==> config.mk <==
export PLATFORM = sky130hd
export DESIGN_NAME = multi_digit_timer_display
export DESIGN_NICKNAME = d
export VERILOG_FILES = /design/src/rtl/timer_disp_pkg.sv /design/src/rtl/bcd_updown_digit.sv /design/src/rtl/multi_digit_timer_display.sv
export SDC_FILE = /design/constraint.sdc
export NUM_CORES = 1
export LEC_CHECK = 0
export CORE_AREA = 5 5 120 122
export DETAILED_ROUTE_END_ITERATION = 16
export DIE_AREA = 0 0 125 127
export GPL_TIMING_DRIVEN = 0
export PLACE_DENSITY = 0.56
export SLEW_MARGIN = 40
export SYNTH_ARGS = -nofsm -noshare
export SYNTH_HDL_FRONTEND = slang
export SYNTH_SLANG_ARGS = --single-unit
==> constraint.sdc <==
create_clock -name orig_clk -period 4.43 [get_ports orig_clk]
set_input_delay 0.6645 -clock orig_clk [delete_from_list [all_inputs] [get_ports orig_clk]]
set_output_delay 0.6645 -clock orig_clk [all_outputs]
set_load 0.02 [all_outputs]
==> src/rtl/timer_disp_pkg.sv <==
// Shared types and constants for the multi-digit timer/display: FSM states,
// active-low {g..a} segment patterns and BCD helpers.
package timer_disp_pkg;

    typedef enum logic [1:0] {
        IDLE,
        RUN,
        PAUSED,
        EXPIRED
    } state_t;

    localparam logic [6:0] SEG_BLANK = 7'h7F;
    localparam logic [3:0] BCD_MAX   = 4'd9;

    // Indices 10..15 are not valid BCD and render dark.
    localparam logic [6:0] SEG_LUT [16] = '{
        7'h40, 7'h79, 7'h24, 7'h30, 7'h19,
        7'h12, 7'h02, 7'h78, 7'h00, 7'h10,
        SEG_BLANK, SEG_BLANK, SEG_BLANK,
        SEG_BLANK, SEG_BLANK, SEG_BLANK
    };

    function automatic logic [3:0] sat_digit(input logic [3:0] d);
        return (d > BCD_MAX) ? BCD_MAX : d;
    endfunction

endpackage

==> src/rtl/bcd_updown_digit.sv <==
// One BCD digit of the timer chain: synchronous load, stepping gated by en and
// the ripple input cin, up (carry 9->0) or down (borrow 0->9). stepped is combinational.
module bcd_updown_digit
    import timer_disp_pkg::*;
(
    input  logic       clk,
    input  logic       reset,
    input  logic       load,
    input  logic [3:0] load_val,
    input  logic       en,
    input  logic       up,
    input  logic       cin,
    output logic [3:0] value,
    output logic [3:0] stepped,
    output logic       cout
);

    always_comb begin
        stepped = value;
        if (cin) begin
            if (up)
                stepped = (value >= BCD_MAX) ? 4'd0 : value + 4'd1;
            else
                stepped = (value == 4'd0) ? BCD_MAX : value - 4'd1;
        end
    end

    assign cout = cin && (up ? (value >= BCD_MAX) : (value == 4'd0));

    always_ff @(posedge clk) begin
        if (!reset)
            value <= 4'd0;
        else if (load)
            value <= load_val;
        else if (en)
            value <= stepped;
    end

endmodule

==> src/rtl/multi_digit_timer_display.sv <==
// BCD up/down timer with scanned 7-segment output, all slow rates via clock enables.
// Optional EXPIRE_BLINK_EN: flash the display at TICK_HZ/2 while expired.
module multi_digit_timer_display
    import timer_disp_pkg::*;
#(
    parameter int NUM_DIGITS = 3,
    parameter int CLK_HZ     = 100_000_000,
    parameter int TICK_HZ    = 1,
    parameter int SCAN_HZ    = 1000
) (
    input  logic                    orig_clk,
    input  logic                    reset,
    input  logic                    start,
    input  logic                    pause,
    input  logic                    mode_up,
    input  logic [4*NUM_DIGITS-1:0] load_bcd,
    output logic                    running,
    output logic                    time_out,
    output logic                    done_pulse,
    output logic [6:0]              seg,
    output logic [NUM_DIGITS-1:0]   an
);

    localparam int TICK_DIV = CLK_HZ / TICK_HZ;
    localparam int SCAN_DIV = CLK_HZ / SCAN_HZ;
    localparam int TW = (TICK_DIV > 1) ? $clog2(TICK_DIV) : 1;
    localparam int SW = (SCAN_DIV > 1) ? $clog2(SCAN_DIV) : 1;
    localparam int IW = (NUM_DIGITS > 1) ? $clog2(NUM_DIGITS) : 1;
    localparam int CW = 4 * NUM_DIGITS;

    state_t          state, state_nxt;
    logic            mode_r;
    logic [CW-1:0]   limit_r, load_sat, count, stepped;
    logic [NUM_DIGITS:0] carry;
    logic [TW-1:0]   tick_cnt;
    logic [SW-1:0]   scan_cnt;
    logic [IW-1:0]   idx;
    logic [3:0]      cur_digit;
    logic            tick_adv, tick_en, step, scan_en, at_term, load_term, blank;

    assign carry[0] = 1'b1;

    for (genvar i = 0; i < NUM_DIGITS; i++) begin : g_digit
        assign load_sat[4*i +: 4] = sat_digit(load_bcd[4*i +: 4]);
        bcd_updown_digit u_digit (
            .clk      (orig_clk),
            .reset    (reset),
            .load     (start),
            .load_val (mode_up ? 4'd0 : load_sat[4*i +: 4]),
            .en       (step),
            .up       (mode_r),
            .cin      (carry[i]),
            .value    (count[4*i +: 4]),
            .stepped  (stepped[4*i +: 4]),
            .cout     (carry[i+1])
        );
    end

`ifdef EXPIRE_BLINK_EN
    assign tick_adv = (state == RUN && !pause) || state == EXPIRED;
`else
    assign tick_adv = (state == RUN && !pause);
`endif
    assign tick_en = tick_adv && (tick_cnt == TW'(TICK_DIV - 1));
    assign step    = tick_en && (state == RUN);

    // Up-mode start counts from 0, so both directions load terminal iff the limit is 0.
    assign load_term = (load_sat == '0);
    // A ripple out of the top digit would wrap the count; treat it as terminal.
    assign at_term   = (stepped == (mode_r ? limit_r : '0)) || carry[NUM_DIGITS];

    always_comb begin
        state_nxt = state;
        if (start) begin
            state_nxt = load_term ? EXPIRED : RUN;
        end else begin
            case (state)
                RUN: begin
                    if (pause)
                        state_nxt = PAUSED;
                    else if (step && at_term)
                        state_nxt = EXPIRED;
                end
                PAUSED:  if (!pause) state_nxt = RUN;
                default: state_nxt = state;
            endcase
        end
    end

    always_ff @(posedge orig_clk) begin
        if (!reset) begin
            state      <= IDLE;
            mode_r     <= 1'b0;
            limit_r    <= '0;
            tick_cnt   <= '0;
            running    <= 1'b0;
            time_out   <= 1'b0;
            done_pulse <= 1'b0;
        end else begin
            state      <= state_nxt;
            running    <= (state_nxt == RUN);
            time_out   <= (state_nxt == EXPIRED);
            done_pulse <= (state_nxt == EXPIRED) && (state != EXPIRED || start);
            if (start) begin
                mode_r   <= mode_up;
                limit_r  <= load_sat;
                tick_cnt <= '0;
            end else if (tick_adv) begin
                tick_cnt <= tick_en ? '0 : tick_cnt + 1'b1;
            end
        end
    end

`ifdef EXPIRE_BLINK_EN
    logic blink_off;
    always_ff @(posedge orig_clk) begin
        if (!reset || state_nxt != EXPIRED)
            blink_off <= 1'b0;
        else if (tick_en)
            blink_off <= ~blink_off;
    end
    assign blank = blink_off && (state_nxt == EXPIRED);
`else
    assign blank = 1'b0;
`endif

    assign scan_en = (scan_cnt == SW'(SCAN_DIV - 1));

    always_comb begin
        cur_digit = count[3:0];
        for (int i = 1; i < NUM_DIGITS; i++)
            if (idx == IW'(i)) cur_digit = count[4*i +: 4];
    end

    // seg and an share one register stage so a digit never shows its neighbour's pattern.
    always_ff @(posedge orig_clk) begin
        if (!reset) begin
            scan_cnt <= '0;
            idx      <= '0;
            seg      <= SEG_BLANK;
            an       <= '1;
        end else begin
            scan_cnt <= scan_en ? '0 : scan_cnt + 1'b1;
            if (scan_en)
                idx <= (idx == IW'(NUM_DIGITS - 1)) ? '0 : idx + 1'b1;
            seg <= SEG_LUT[cur_digit];
            an  <= blank ? '1 : ~(NUM_DIGITS'(1) << idx);
        end
    end

endmodule

**Yosys cells after proc, flatten, opt, wreduce, memory -nomap -nowiden**

Memories as Yosys holds them, arrays and structs flattened. A register that Yosys moved wholly into a read port is not among the register bits.
Index checks and enable logic that the tools add are counted.

- Flip-flop bits (word level): 79
- Memory bits (read-only): 112
- Logic and storage cells: 98
- Memories kept: 1

Memory list:

| memory | depth | bits a word | read ports | clocked after Yosys merged registers in | write ports | RTL line | text |
|---|---|---|---|---|---|---|---|
| (no name shown) | 16 | 7 | 1 | 1 | 0 | multi_digit_timer_display.sv:146 | `seg <= SEG_LUT[cur_digit];` |

- Add/sub/neg operators: 9
- Order comparisons: 6
- Eq/ne operators: 10
- Shifts and indexed selects: 1
- Mux-type cells: 37
- Bitwise logic cells: 3
- Reduce and logical (&&, ||, !) cells: 18

Operators with widths:

| kind | count |
|---|---|
| $mux 4 | 25 |
| $add 27x1->27 const B | 1 |
| $eq 27x27->1 const B | 1 |
| $mux 27 | 1 |
| $add 17x1->17 const B | 1 |
| $eq 17x17->1 const B | 1 |
| $add 4x1->4 const B | 3 |
| $eq 12x12->1 | 1 |
| $ge 4x4->1 const B | 3 |
| $gt 4x4->1 const B | 3 |
| $logic_not 12->1 | 1 |
| $logic_not 4->1 | 3 |
| $mux 12 | 1 |
| $mux 2 | 6 |
| $sub 4x1->4 const B | 3 |
| $logic_and 1x1->1 | 7 |
| $eq 2x1->1 const B | 3 |
| $eq 2x2->1 const B | 3 |
| $not 4->5 | 1 |
| $pmux 2 s2 | 1 |
| $reduce_or 2->1 | 2 |
| $mux 1 | 3 |
| $not 3->3 | 1 |
| $shl 1x2->3 const A | 1 |
| 6 further kinds | 8 |

**Logic depth before layout (Yosys ltp)**

- Depth in word-level cells: 13
- Gate-level depth with buffers: 14
- Gate-level depth less buffers: 11

**Modules after synthesis**

A second synthesis with hierarchy kept.

- Cells, all modules: 658
- Area, all modules: 5322.6 um^2

By module, submodules not included:

| module | times used | cells each | area an instance (um^2) | seq. area each (um^2) |
|---|---|---|---|---|
| multi_digit_timer_display | 1 | 445 | 3794.9 | 1481.4 |
| bcd_updown_digit | 3 | 71 | 509.2 | 80.1 |

**Worst setup path after synthesis**

Ideal clock, no wire load.

- Kind: register to register
- From: register g_digit[0].u_digit.value[0]
- To: register running
- Arrival: 3086 ps
- Data required time: 4314 ps
- Setup slack: 1229 ps
- Cell stages (with the launch flop): 14
- Buffers on the path: 3
- Period minus slack after synthesis: 3201 ps
- Path through: dfxtp_1 -> clkbuf_1 -> inv_1 -> ha_1 -> or3b_1 -> buf_6 -> a31o_4 -> buf_6 -> a22oi_2 -> mux2_1 -> a31oi_1 -> nor4_4 -> o31ai_2 -> and3b_1

- Cells in the longest elaborated chain, start to end: 12

RTL lines:

| element | RTL line | text |
|---|---|---|
| start: declaration | bcd_updown_digit.sv:13 | `output logic [3:0] value,` |
| start signal: assignment | bcd_updown_digit.sv:34 | `value <= load_val;` |
| start signal: assignment | bcd_updown_digit.sv:36 | `value <= stepped;` |
| $ge 4x4->1 / $logic_not 4->1 (equally long branches) | bcd_updown_digit.sv:22, bcd_updown_digit.sv:28, bcd_updown_digit.sv:24 |  |
| $mux 1 | bcd_updown_digit.sv:28 | `assign cout = cin && (up ? (value >= BCD_MAX) : (value == 4'd0));` |
| $logic_and 1x1->1 | bcd_updown_digit.sv:28 |  |
| $mux 4 | bcd_updown_digit.sv:20 | `if (cin) begin` |
| $eq 12x12->1 | multi_digit_timer_display.sv:70 | `assign at_term = (stepped == (mode_r ? limit_r : '0)) \|\| carry[NUM_DIGITS];` |
| $logic_or 1x1->1 (*) | multi_digit_timer_display.sv:70 |  |
| $logic_and 1x1->1 (*) | multi_digit_timer_display.sv:81 | `else if (step && at_term)` |
| $mux 2 (*) | multi_digit_timer_display.sv:81 |  |
| $mux 2 (*) | multi_digit_timer_display.sv:79 | `if (pause)` |
| $pmux 2 s2 (*) | multi_digit_timer_display.sv:77 | `case (state)` |
| $mux 2 (*) | multi_digit_timer_display.sv:74 | `if (start) begin` |
| $eq 2x1->1 (*) | multi_digit_timer_display.sv:101 | `running <= (state_nxt == RUN);` |
| end signal: assignment | multi_digit_timer_display.sv:101 |  |
| end: declaration | multi_digit_timer_display.sv:17 | `output logic running,` |

Mark *: on every way between the ends. The rest lies on a longest branch, timed or not.
A chain may end at the register's enable or synchronous reset.

**Worst setup path in the final report**

- From: input port pause
- To: register done_pulse

- Cells in the longest elaborated chain, start to end: 11

RTL lines:

| element | RTL line | text |
|---|---|---|
| start: declaration | multi_digit_timer_display.sv:14 | `input logic pause,` |
| $logic_not 1->1 | n/a |  |
| $logic_and 1x1->1 | multi_digit_timer_display.sv:62 | `assign tick_adv = (state == RUN && !pause);` |
| $logic_and 1x1->1 | multi_digit_timer_display.sv:64 | `assign tick_en = tick_adv && (tick_cnt == TW'(TICK_DIV - 1));` |
| $logic_and 1x1->1 | multi_digit_timer_display.sv:65 | `assign step = tick_en && (state == RUN);` |
| $logic_and 1x1->1 | multi_digit_timer_display.sv:81 |  |
| $mux 2 | multi_digit_timer_display.sv:81 |  |
| $mux 2 | multi_digit_timer_display.sv:79 |  |
| $pmux 2 s2 (*) | multi_digit_timer_display.sv:77 |  |
| $mux 2 (*) | multi_digit_timer_display.sv:74 |  |
| $eq 2x2->1 (*) | multi_digit_timer_display.sv:103 | `done_pulse <= (state_nxt == EXPIRED) && (state != EXPIRED \|\| start);` |
| $logic_and 1x1->1 (*) | multi_digit_timer_display.sv:103 |  |
| end signal: assignment | multi_digit_timer_display.sv:103 |  |
| end: declaration | multi_digit_timer_display.sv:19 | `output logic done_pulse,` |

Marked as above.

==> impl_metrics.toml <==
[global_route]
grt_max_degree = 17
grt_pass1_wl_microns = 22700
grt.total_usage = 0.175
antenna_found_initial = 0
overflow = 0
grt_pass1_vias = 4541

[critical_path]
critPathRequiredTime_ns = 4.70
r2r_cells = 13
path_class = "input pin to flip-flop"
startpoint_type = "input pin"
cp_max_fo = 4
critPathCaptureType = "flip-flop"
worstSetupStartpoint = "pause"
r2r_start = "g_digit[0].u_digit.value[0]$_SDFFE_PN0P_"
cp.arrival_ns = 4.08

[route]
wl_microns = 13700
viasPerCell = 5.51
drc = 0
ant_nets = 0
routedWlPerCell_microns = 15.8
routed-via-count = 4792
first_iter_violations = 340
first_pass_iters = 5

[synthesis]
synth-edff-count = 0
synth_flop_cell = "dfxtp_1"
synth_seq_area_share = 0.337
netlist_area_sq_mm = 0.00511
syn_avg_cell_area_sq_um = 7.87
syn_nets = 686
synth_cell_types = 74
synth-seq-cells = 86
async_flop_share = 0
netlist_instances = 649
yosysWarnings = 0

[final_layout]
fin_nets = 725
antenna_cells = 0
final_layout_size_suffix_gt1_frac = 0.0649
multi_input_area_sq_mm = 0.00315
final_cell_mix = "nor2_1, dfxtp_1, nand2_1"
regArea_sq_mm = 0.00172
syn2layout_area_growth_pct = 15.8
post-route-util = 0.452
n_fill_cell = 1313
final_common_cell = "nor2_1"
stdcell_area_sq_mm = 0.00592

[clocking]
root_buffer = "clkbuf_16"
clk_latency_ns = 0.35
htree_levels = 3
cts_max_path_buffers = 2
cts_resized = 0
cts_tree = "yes"
hold_buffers = 0
clkSlewWorstSetupHoldPaths_ns = 0.07
postCtsSetupBuffers = 0
cts_buffers = 9
numClockSinks = 86

[timing]
slew_viol_final = 0
report.final.hold_viol_count = 0
skew_ns = 0.00946
period_needed_ns = 3.82
finalSetupViolations = 0
rsz0062_at_grt = "false"
finalSetupTns_ns = 0
period_share = 0.862
tightest_slew_ns = 0.817
fmax_mhz = 262
worst_slew_margin_rel = 0.451
whs_ns = 0.462

[floorplan]
initial_core_util = 0.391
die_x_microns = 125
coreArea_sq_mm = 0.0131
ios = 30
row_count = 42
die_area_sq_mm = 0.0159
fp.dieH_microns = 127

[power]
swShare = 0.280
p_int_mw = 1.35
power.density_mw_per_mm2 = 316
comb_power_share = 0.149
p_seq_frac = 0.434
power_mw = 1.87
vdd_drop_max_mv = 0.185
p_clk_frac = 0.417
switchingPower_mw = 0.524
p_leak_nw = 2.13

[hold_path]
hp-start = "scan_cnt[0]$_SDFF_PP0_"
hold_depth = 1
min_path_type = "flip-flop to flip-flop"

[job]
drv_cap = 0

[placement]
port_buffers = 28
postPlaceCellArea_sq_mm = 0.00561
gp_congestion = 0.907
dp_hpwl_microns = 10100

[status]
status = "finished clean"
-- cell type report --
type,count,area share
Timing Repair Buffer,28,0.0473
Sequential cell,86,0.291
Clock buffer,9,0.0380
Clock inverter,7,0.0133
Tap cell,176,0.0372
Inverter,27,0.0171
Multi-Input combinational cell,503,0.532
Buffer,33,0.0245
-- stage by stage --
step / std cells / setup slack, ns
after floorplan: 649 / 1.23
after global placement: 853 / 0.443
after detailed placement: 853 / 0.379
after CTS: 869 / 0.628
after global routing: 869 / 0.316
final: 869 / 0.612
-- sequential cells by signal (all words and copies together) (netlist names) --
register	cells
tick_cnt	27
scan_cnt	17
g_digit.u_digit.value	12
limit_r	12
seg	7
an	3
idx	2
state	2
done_pulse	1
mode_r	1
running	1
time_out	1
-- metal layers --
metal	part of all wire	vias to the layer above	global-route usage
met1	0.46	2282	0.225
met2	0.48	124	0.294
li1	-	2371	-
met5	0	-	0
met4	0.011	0	0.0504
met3	0.050	15	0.0447
-- path summary, 6_finish.rpt --
kind	endpoint	slack, ns
min	scan_cnt[0]$_SDFF_PP0_	0.46
max	done_pulse$_SDFF_PN0_	0.61
max reg2reg	running$_SDFF_PN0_	0.62
min reg2reg	scan_cnt[0]$_SDFF_PP0_	0.46
-- power by group through the flow --
stage / sequential, mW / combinational (mW) / clock [mW]
floorplan: 0.832 / 0.183 / 0
global placement: 0.830 / 0.271 / 0
detailed placement: 0.830 / 0.274 / 0
CTS: 0.812 / 0.276 / 0.802
global route: 0.814 / 0.305 / 0.840
finish: 0.813 / 0.279 / 0.780
-- cell usage after synthesis, drive strengths merged (15+ instances only) --
cell type,instances,area [sq um]
ha,20,250
inv,26,97.6
a21oi,43,215
nand3,25,125
nor3,19,95.1
dfxtp,86,1720
xor2,26,228
nand2,59,221
clkbuf,24,90.1
o21ai,36,184
nor2,99,372
xnor2,15,131
-- critical path, stage by stage --
cell and delay [ns]:
clkdlybuf4s50_1 0.46, nor2b_1 0.24, and3_1 0.28, nand4_1 0.21, nor3_1 0.72, o2111ai_1 0.21, a2111o_1 0.49, nor4_4 0.41
o21ai_2 0.15, a221oi_2 0.25
-- logic make-up after synthesis --
| group | count (synthesis) | share of synthesized area |
|---|---|---|
| buffers and inverters | 60 | 0.0482 |
| and+or+nand+nor | 281 | 0.274 |
| muxes | 12 | 0.0238 |
| adders and majority gates | 20 | 0.0490 |
| AOI/OAI and AO/OA | 149 | 0.198 |
| xor gates and xnor gates | 41 | 0.0703 |
| DFF | 86 | 0.337 |
Note: power is estimated with default switching activity, not from simulation.
